==> config.mk <==
export PLATFORM = sky130hd
export DESIGN_NAME = inst_fetch
export DESIGN_NICKNAME = d
export VERILOG_FILES = /design/src/rtl/inst_fetch.sv
export SDC_FILE = /design/constraint.sdc
export NUM_CORES = 1
export LEC_CHECK = 0
export ABC_CLOCK_PERIOD_IN_PS = 3380
export CAP_MARGIN = 30
export CORE_MARGIN = 4
export CORE_UTILIZATION = 40
export CTS_CLUSTER_SIZE = 28
export DETAILED_ROUTE_END_ITERATION = 8
export PLACE_DENSITY_LB_ADDON = 0.3
export SYNTH_ARGS = -nofsm -noshare
export SYNTH_HDL_FRONTEND = slang
export SYNTH_SLANG_ARGS = --single-unit
export TNS_END_PERCENT = 5
==> constraint.sdc <==
create_clock -name clk -period 3.38 [get_ports clk]
set_input_delay 1.014 -clock clk [delete_from_list [all_inputs] [get_ports clk]]
set_output_delay 1.014 -clock clk [all_outputs]
set_load 0.01 [all_outputs]
==> src/rtl/inst_fetch.sv <==
// RV32I instruction-fetch stage: assembles a little-endian word from a byte-wide memory
// port and loads the IF/ID register. Define ICACHE_EN to add a direct-mapped one-word-line cache.
module inst_fetch #(
  parameter int ICACHE_LINES = 64
) (
  input  logic        clk,
  input  logic        rst,
  input  logic [31:0] pc_i,
  input  logic        ex_b_flag_i,
  input  logic        stall_i,
  input  logic        mem_grant_i,
  input  logic [7:0]  mem_byte_i,
  output logic        mem_req_o,
  output logic [31:0] mem_addr_o,
  output logic        stall_req_o,
  output logic [31:0] if_pc_o,
  output logic [31:0] if_inst_o,
  output logic        if_valid_o
);

  localparam logic [31:0] NOP = 32'h0000_0013;

  if ((ICACHE_LINES < 2) || ((ICACHE_LINES & (ICACHE_LINES - 1)) != 0)) begin : g_bad_lines
    $error("ICACHE_LINES must be a power of two >= 2");
  end

  typedef enum logic [1:0] {IDLE, FETCH, WAIT} state_t;

  state_t      state, state_nx;
  logic [2:0]  issue_cnt, issue_nx, recv_cnt;
  logic [31:0] fpc, word_buf, fetch_word, out_pc, out_word, hit_word;
  logic        rx_vld, done, deliver, hit, hit_park;

  // rx_vld marks that mem_byte_i carries a byte of the current fetch
  assign done       = (state == FETCH) && rx_vld && (recv_cnt == 3'd3);
  assign fetch_word = {mem_byte_i, word_buf[23:0]};

  always_comb begin
    state_nx    = state;
    issue_nx    = issue_cnt;
    mem_req_o   = 1'b0;
    mem_addr_o  = '0;
    stall_req_o = 1'b0;
    deliver     = 1'b0;
    hit_park    = 1'b0;
    out_pc      = fpc;
    out_word    = word_buf;
    if (!rst) begin
      if (ex_b_flag_i) begin
        state_nx = IDLE;
        issue_nx = '0;
      end else begin
        case (state)
          IDLE: begin
            if (hit) begin
              out_pc   = pc_i;
              out_word = hit_word;
              if (stall_i) begin
                stall_req_o = 1'b1;
                hit_park    = 1'b1;
                state_nx    = WAIT;
              end else begin
                deliver = 1'b1;
              end
            end else begin
              stall_req_o = 1'b1;
              state_nx    = FETCH;
              issue_nx    = '0;
              if (mem_grant_i) begin
                mem_req_o  = 1'b1;
                mem_addr_o = pc_i;
                issue_nx   = 3'd1;
              end
            end
          end
          FETCH: begin
            if (mem_grant_i && (issue_cnt < 3'd4)) begin
              mem_req_o  = 1'b1;
              mem_addr_o = fpc + {29'b0, issue_cnt};
              issue_nx   = issue_cnt + 3'd1;
            end
            if (done && !stall_i) begin
              deliver  = 1'b1;
              out_word = fetch_word;
              state_nx = IDLE;
            end else begin
              stall_req_o = 1'b1;
              if (done) state_nx = WAIT;
            end
          end
          WAIT: begin
            if (!stall_i) begin
              deliver  = 1'b1;
              state_nx = IDLE;
            end else begin
              stall_req_o = 1'b1;
            end
          end
          default: state_nx = IDLE;
        endcase
      end
    end
  end

  always_ff @(posedge clk) begin
    if (rst) begin
      state      <= IDLE;
      issue_cnt  <= '0;
      recv_cnt   <= '0;
      rx_vld     <= 1'b0;
      fpc        <= '0;
      word_buf   <= '0;
      if_pc_o    <= '0;
      if_inst_o  <= NOP;
      if_valid_o <= 1'b0;
    end else begin
      state     <= state_nx;
      issue_cnt <= issue_nx;
      rx_vld    <= mem_req_o;
      if (state == IDLE) fpc <= pc_i;
      if (ex_b_flag_i || done || (state != FETCH)) recv_cnt <= '0;
      else if (rx_vld)                            recv_cnt <= recv_cnt + 3'd1;
      if (hit_park)
        word_buf <= hit_word;
      else if (rx_vld && (state == FETCH) && !ex_b_flag_i)
        word_buf[{recv_cnt[1:0], 3'b000} +: 8] <= mem_byte_i;
      // a flush bubbles IF/ID even under a downstream hold
      if (ex_b_flag_i) begin
        if_valid_o <= 1'b0;
        if_inst_o  <= NOP;
      end else if (!stall_i) begin
        if (deliver) begin
          if_pc_o    <= out_pc;
          if_inst_o  <= out_word;
          if_valid_o <= 1'b1;
        end else begin
          if_inst_o  <= NOP;
          if_valid_o <= 1'b0;
        end
      end
    end
  end

`ifdef ICACHE_EN
  localparam int IDX_W = $clog2(ICACHE_LINES);
  localparam int TAG_W = 32 - IDX_W - 2;

  logic [ICACHE_LINES-1:0] c_vld;
  logic [TAG_W-1:0]        c_tag  [ICACHE_LINES];
  logic [31:0]             c_word [ICACHE_LINES];
  logic [IDX_W-1:0]        rd_idx, wr_idx;
  logic                    fill;

  assign rd_idx   = pc_i[IDX_W+1:2];
  assign wr_idx   = fpc[IDX_W+1:2];
  assign hit      = (state == IDLE) && c_vld[rd_idx] && (c_tag[rd_idx] == pc_i[31:IDX_W+2]);
  assign hit_word = c_word[rd_idx];
  assign fill     = done && !ex_b_flag_i;

  always_ff @(posedge clk) begin
    if (rst)       c_vld         <= '0;
    else if (fill) c_vld[wr_idx] <= 1'b1;
  end

  always_ff @(posedge clk) begin
    if (!rst && fill) begin
      c_tag[wr_idx]  <= fpc[31:IDX_W+2];
      c_word[wr_idx] <= fetch_word;
    end
  end
`else
  assign hit      = 1'b0;
  assign hit_word = '0;
`endif

endmodule

**After elaboration in Yosys (flattened, before gate mapping)**

Index checks and enable logic that the tools add are counted.
Widths: inputs -> output; s select.

- $add $sub $neg: 4
- Order comparisons: 1
- Equal/unequal tests: 7
- Shift-type cells: 2
- Muxes and demuxes: 32
- Bitwise gates (word level): 2
- Reduce and logical (&&, ||, !) cells: 16

Operator list:

| operator | count |
|---|---|
| $mux 32 | 7 |
| $pmux 32 s2 | 1 |
| $add 32x3->32 | 1 |
| $bwmux 32 | 1 |
| $shift 8x7->32 const A | 1 |
| $shiftx 8x7->32 | 1 |
| $mux 1 | 14 |
| $neg 5->7 | 1 |
| $add 3x1->3 const B | 2 |
| $mux 2 | 3 |
| $pmux 2 s3 | 1 |
| $pmux 3 s2 | 1 |
| $logic_and 1x1->1 | 5 |
| $ne 2x1->1 const B | 2 |
| $pmux 1 s2 | 2 |
| $reduce_and 2->1 | 2 |
| $reduce_or 2->1 | 2 |
| $eq 3x2->1 const B | 1 |
| $lt 3x3->1 const B | 1 |
| $mux 3 | 1 |
| $ne 3x2->1 const B | 1 |
| $pmux 1 s3 | 1 |
| $reduce_and 3->1 | 1 |
| $eq 2x1->1 const B | 1 |
| 7 further kinds | 10 |

- Register bits: 138
- Input bits: 45
- Output and inout port bits: 99

**Longest topological paths before layout**

- Depth after elaboration: 9
- Gate-level depth with buffers: 8
- Mapped depth without buffers: 8

**Least setup slack after synthesis**

No wires, ideal clock.

- Path type: input to output
- Start point: input rst
- End point: output mem_addr_o[26]
- Data arrival time: 2.241 ns
- Required time: 2.366 ns
- Path slack: 0.125 ns
- Stages: 6
- Path buffers: 3
- Path through: buf_2 > nor2_1 > clkbuf_1 > nand2_1 > clkbuf_1 > o22ai_1

- Cells in the longest elaborated chain, start to end: 1

Ends and longest elaborated chain:

| item | line | RTL |
|---|---|---|
| start, declared | 7 | `input logic rst,` |
| $mux 32 | 48 | `if (!rst) begin` |
| end, declared | 14 | `output logic [31:0] mem_addr_o,` |

Every way passes these cells.

**Worst setup path after layout**

- Start point: register issue_cnt[0]
- End point: output mem_addr_o[24]

- Cells in the longest elaborated chain, start to end: 6
- Elaborated cells on any way between the ends: 7
- Those cells by class: add/sub: 1; order compare: 1; mux: 4; reduce/logical: 1

Ends and longest elaborated chain:

| item | line | RTL |
|---|---|---|
| start, declared | 30 | `logic [2:0] issue_cnt, issue_nx, recv_cnt;` |
| start signal, assigned | 118 | `issue_cnt <= issue_nx;` |
| branches (longest 2 deep; another with $add 32x3->32) | - |  |
| $mux 32 (*) | 77 | `if (mem_grant_i && (issue_cnt < 3'd4)) begin` |
| $pmux 32 s2 (*) | 53 | `case (state)` |
| $mux 32 (*) | 49 | `if (ex_b_flag_i) begin` |
| $mux 32 (*) | 48 |  |

Every way passes the cells marked *.

==> results by group <==
Yosys
  • Ys flop type: dfxtp_1
  • Synth Area per Inst: slightly above 8 um2
  • Mapped cell area: between 6000 and 7000 um2
  • EDFF count, synth: 0
  • Post-synth ARST share: 0%
  • Post-synth top area share: between 40 and 50%
  • Flop and latch count out of synthesis: between 100 and 150
  • Synth cell types: 46
  • Number of synthesis warnings: 0
  • Top cells by count, synth: 150 x nand2_1, 138 x dfxtp_1, 95 x a21oi_1
  • Syn nets: between 800 and 900
  • Top post-synthesis cells by area: dfxtp_1 44%, nand2_1 9.0%, a21oi_1 7.6%, a22oi_1 3.8%, nor2_1 3.5%
  • Mapped Cells: roughly 760
  • Largest area contributor in the netlist: dfxtp_1
  • Sequential share of the synthesized area: roughly 44%
  • Most frequent cell after synthesis: nand2_1

Die
  • Site Rows: between 40 and 50
  • Die height: between 100 and 150 um
  • Die width: 133 um
  • Core area: 15300 um2
  • Initial Util: about two fifths
  • Ports: roughly 140
  • Die Area: between 15000 and 20000 um2

Min path
  • Worst min-delay path class: reg2reg
  • Hold depth: 2

Critical path
  • Crit path DAT: 2660 ps
  • Worst R2R Path Depth: 8
  • Critical Path End: mem_addr_o[24]
  • WP data required: around 2400 ps
  • R2R Path End: word_buf[27]
  • Crit path top cell by count: buf_4
  • Crit-path max FO: 4
  • CP Capture Type: output port
  • CP Cell Sequence: ha_1 > inv_1 > fa_2 > nor2b_1 > buf_4 > buf_4 > o2111ai_4 > buf_6 > nor3b_2 > xnor2_1 > o22ai_1 > clkdlybuf4s15_2
  • Crit path launch type: register
  • Crit path depth: 12
  • WP buf/inv: 5
  • CP startpoint: issue_cnt[0]
  • Critical path class: reg2out
  • CP top delay family: buffers and inverters
  • Flop-to-flop setup slack: roughly 1000 ps
  • Crit path max-delay cell type: fa_2
  • CP max stage delay: about 350 ps
  • FF-to-FF Start: state[1]

Status
  • Outcome: complete, but fails checks
  • Failing checks: setup timing

GRT
  • Largest net degree at the start of global routing: 57
  • Vias in the first global route: 5998
  • Grt total ovfl: 0
  • Gr usage total: a little over a fifth
  • First-pass GRT wire length: roughly 30000 um
  • Initial antenna violation count: 0

Timing
  • RSZ-0062 raised after global routing: true
  • Hold Vio Cnt, Final: 0
  • Fmax: about 0.27 GHz
  • Max_slew headroom: between 30% and 40%
  • Min Tclk post-route: between 3000 and 4000 ps
  • Final setup viols: 18
  • Actual slew at the worst max-slew pin: ~920 ps
  • Max Slew Vio Count: 0
  • Final Worst Setup Slack: -299 ps
  • Fin Clk Skew: approximately 8.3 ps
  • Tcrit/Tclk final: 109%
  • Final TNS setup: -1880 ps

Layout
  • Total Nets Final: 1011
  • Layout cell share with drive strength beyond 1: 18.5%
  • Post-layout util: between 50% and 60%
  • # diodes: 0
  • Fillers: ~1400
  • Area Overhead vs Synth: 42.9%

CTS
  • Clk buf depth: 2
  • H-tree levels: 4
  • CTS Root Cell: clkbuf_16
  • Clock Sink Count: about 140
  • Clk Latency, worst-skew pair: ~420 ps
  • CTS tree: done
  • CTS buffer count: 17
  • Clock slew at reported path FFs: around 60 ps

Place
  • GPL Wtd Cong: 0.874
  • Post-Place Worst Slack: -437 ps
  • Port bufs: 143
  • Final HPWL DP: about 13000 um

Power and ir drop
  • Sw power: between 900 and 1000 uW
  • Clock power frac: a little under half
  • Pwr Density: around 420 nW/um2
  • Total power: approximately 3800 uW
  • Net Sw Frac: a little over a quarter
  • Max IR drop VDD: 0.326 mV
  • Share of power burned in registers: roughly 44%
  • Leakage: roughly 0.0034 uW
  • Combinational fraction of design power: around 9%
  • P_int: between 2000 and 3000 uW

Route
  • Final wirelength: 18700 um
  • Via count: 6170
  • Via/cell ratio: 5.25
  • Total iterations of the first detailed-routing run: 5
  • Starting DRC count in detailed routing: ~420
  • WL per Instance: between 15 and 20 um
  • DR DRC count: 0
  • Routed Antenna Nets: 0

Run
  • Max-cap violations: 0
[power by group through the flow]
stage	Clock, uW	Sequential (uW)	Combinational (uW)
after global routing	1890	1680	367
after detailed placement	0	1720	337
final	1780	1680	340
after floorplan	0	1720	151
after global placement	0	1720	336
after CTS	1810	1680	334
[sequential cells by signal, summed over array words and instances (netlist names)]
| signal | count |
|---|---|
| if_valid_o | 1 |
| if_inst_o | 32 |
| recv_cnt | 3 |
| if_pc_o | 32 |
| issue_cnt | 3 |
| state | 2 |
| fpc | 32 |
| rx_vld | 1 |
| word_buf | 32 |
[cell usage in the layout (no fill, tap or decap), types with 32 or more instances in the layout]
| cell type | n |
|---|---|
| a21oi_1 | 95 |
| a22oi_1 | 32 |
| buf_4 | 68 |
| clkdlybuf4s50_1 | 108 |
| dfxtp_1 | 136 |
| nand2_1 | 150 |
| nand3_1 | 44 |
| nor2_1 | 58 |
[cell type report]
cell class                      instances  area (um2)  area share (%)
Multi-Input combinational cell        563        3370            37.6
Sequential cell                       138        2770            30.9
Timing Repair Buffer                  219        1940            21.6
Clock buffer                           18         439            4.91
Tap cell                              211         264            2.95
Clock inverter                         14         131            1.47
Inverter                               12        45.0           0.503
[metrics by stage]
step | area [um2] | cells | hold slack (ps)
after floorplan | 6260 | 764 | 428
after global placement | 8300 | 1138 | 437
after detailed placement | 8300 | 1138 | 445
after CTS | 8900 | 1172 | 454
after global routing | 8950 | 1175 | 470
final | 8950 | 1175 | 451
[timing repair]
action                     in CTS  in global routing
pin swaps                      17                 10
setup buffers                   2                  3
setup endpoints to repair      34                 34
hold buffers                    0                  0
resized for setup             142                 13
[cell families (layout without fill, tap and decap cells)]
logic type	after synthesis	in the layout	synth area share, %
AO/OA/AOI/OAI	172	172	16.2
XOR/XNOR	30	30	4.19
flip-flops	138	138	44.1
multiplexers	19	19	3.22
buffers and inverters	63	263	4.79
adder cells (fa/ha/maj)	15	15	3.12
AND/OR/NAND/NOR	327	327	24.4
[layer usage]
layer | up-vias | routed length (um) | track usage, % | share of wire (%)
met4 | 0 | 487 | 8.11 | 2.6
met2 | 198 | 8720 | 34.3 | 47
met3 | 35 | 1230 | 5.70 | 6.5
met5 | - | 0 | 0 | 0
li1 | 3031 | - | - | -
met1 | 2906 | 8300 | 26.3 | 44
[how the worst min path moves through the flow]
stage | from | end | slack [ps]
finish | word_buf[16] | word_buf[16] | 450
global placement | word_buf[24] | word_buf[24] | 440
floorplan | word_buf[24] | word_buf[24] | 430
detailed placement | word_buf[27] | word_buf[27] | 440
CTS | word_buf[27] | word_buf[27] | 450
global route | word_buf[19] | word_buf[19] | 470
[worst reg2reg max path, stage by stage (launching register included)]
cell,delay [ps]
dfxtp_1,360
inv_1,100
ha_1,330
buf_4,210
nand2_1,60
nor2_1,420
and2_0,470
nand3_1,150
a21oi_1,170
Note: power is estimated with default switching activity, not from simulation.
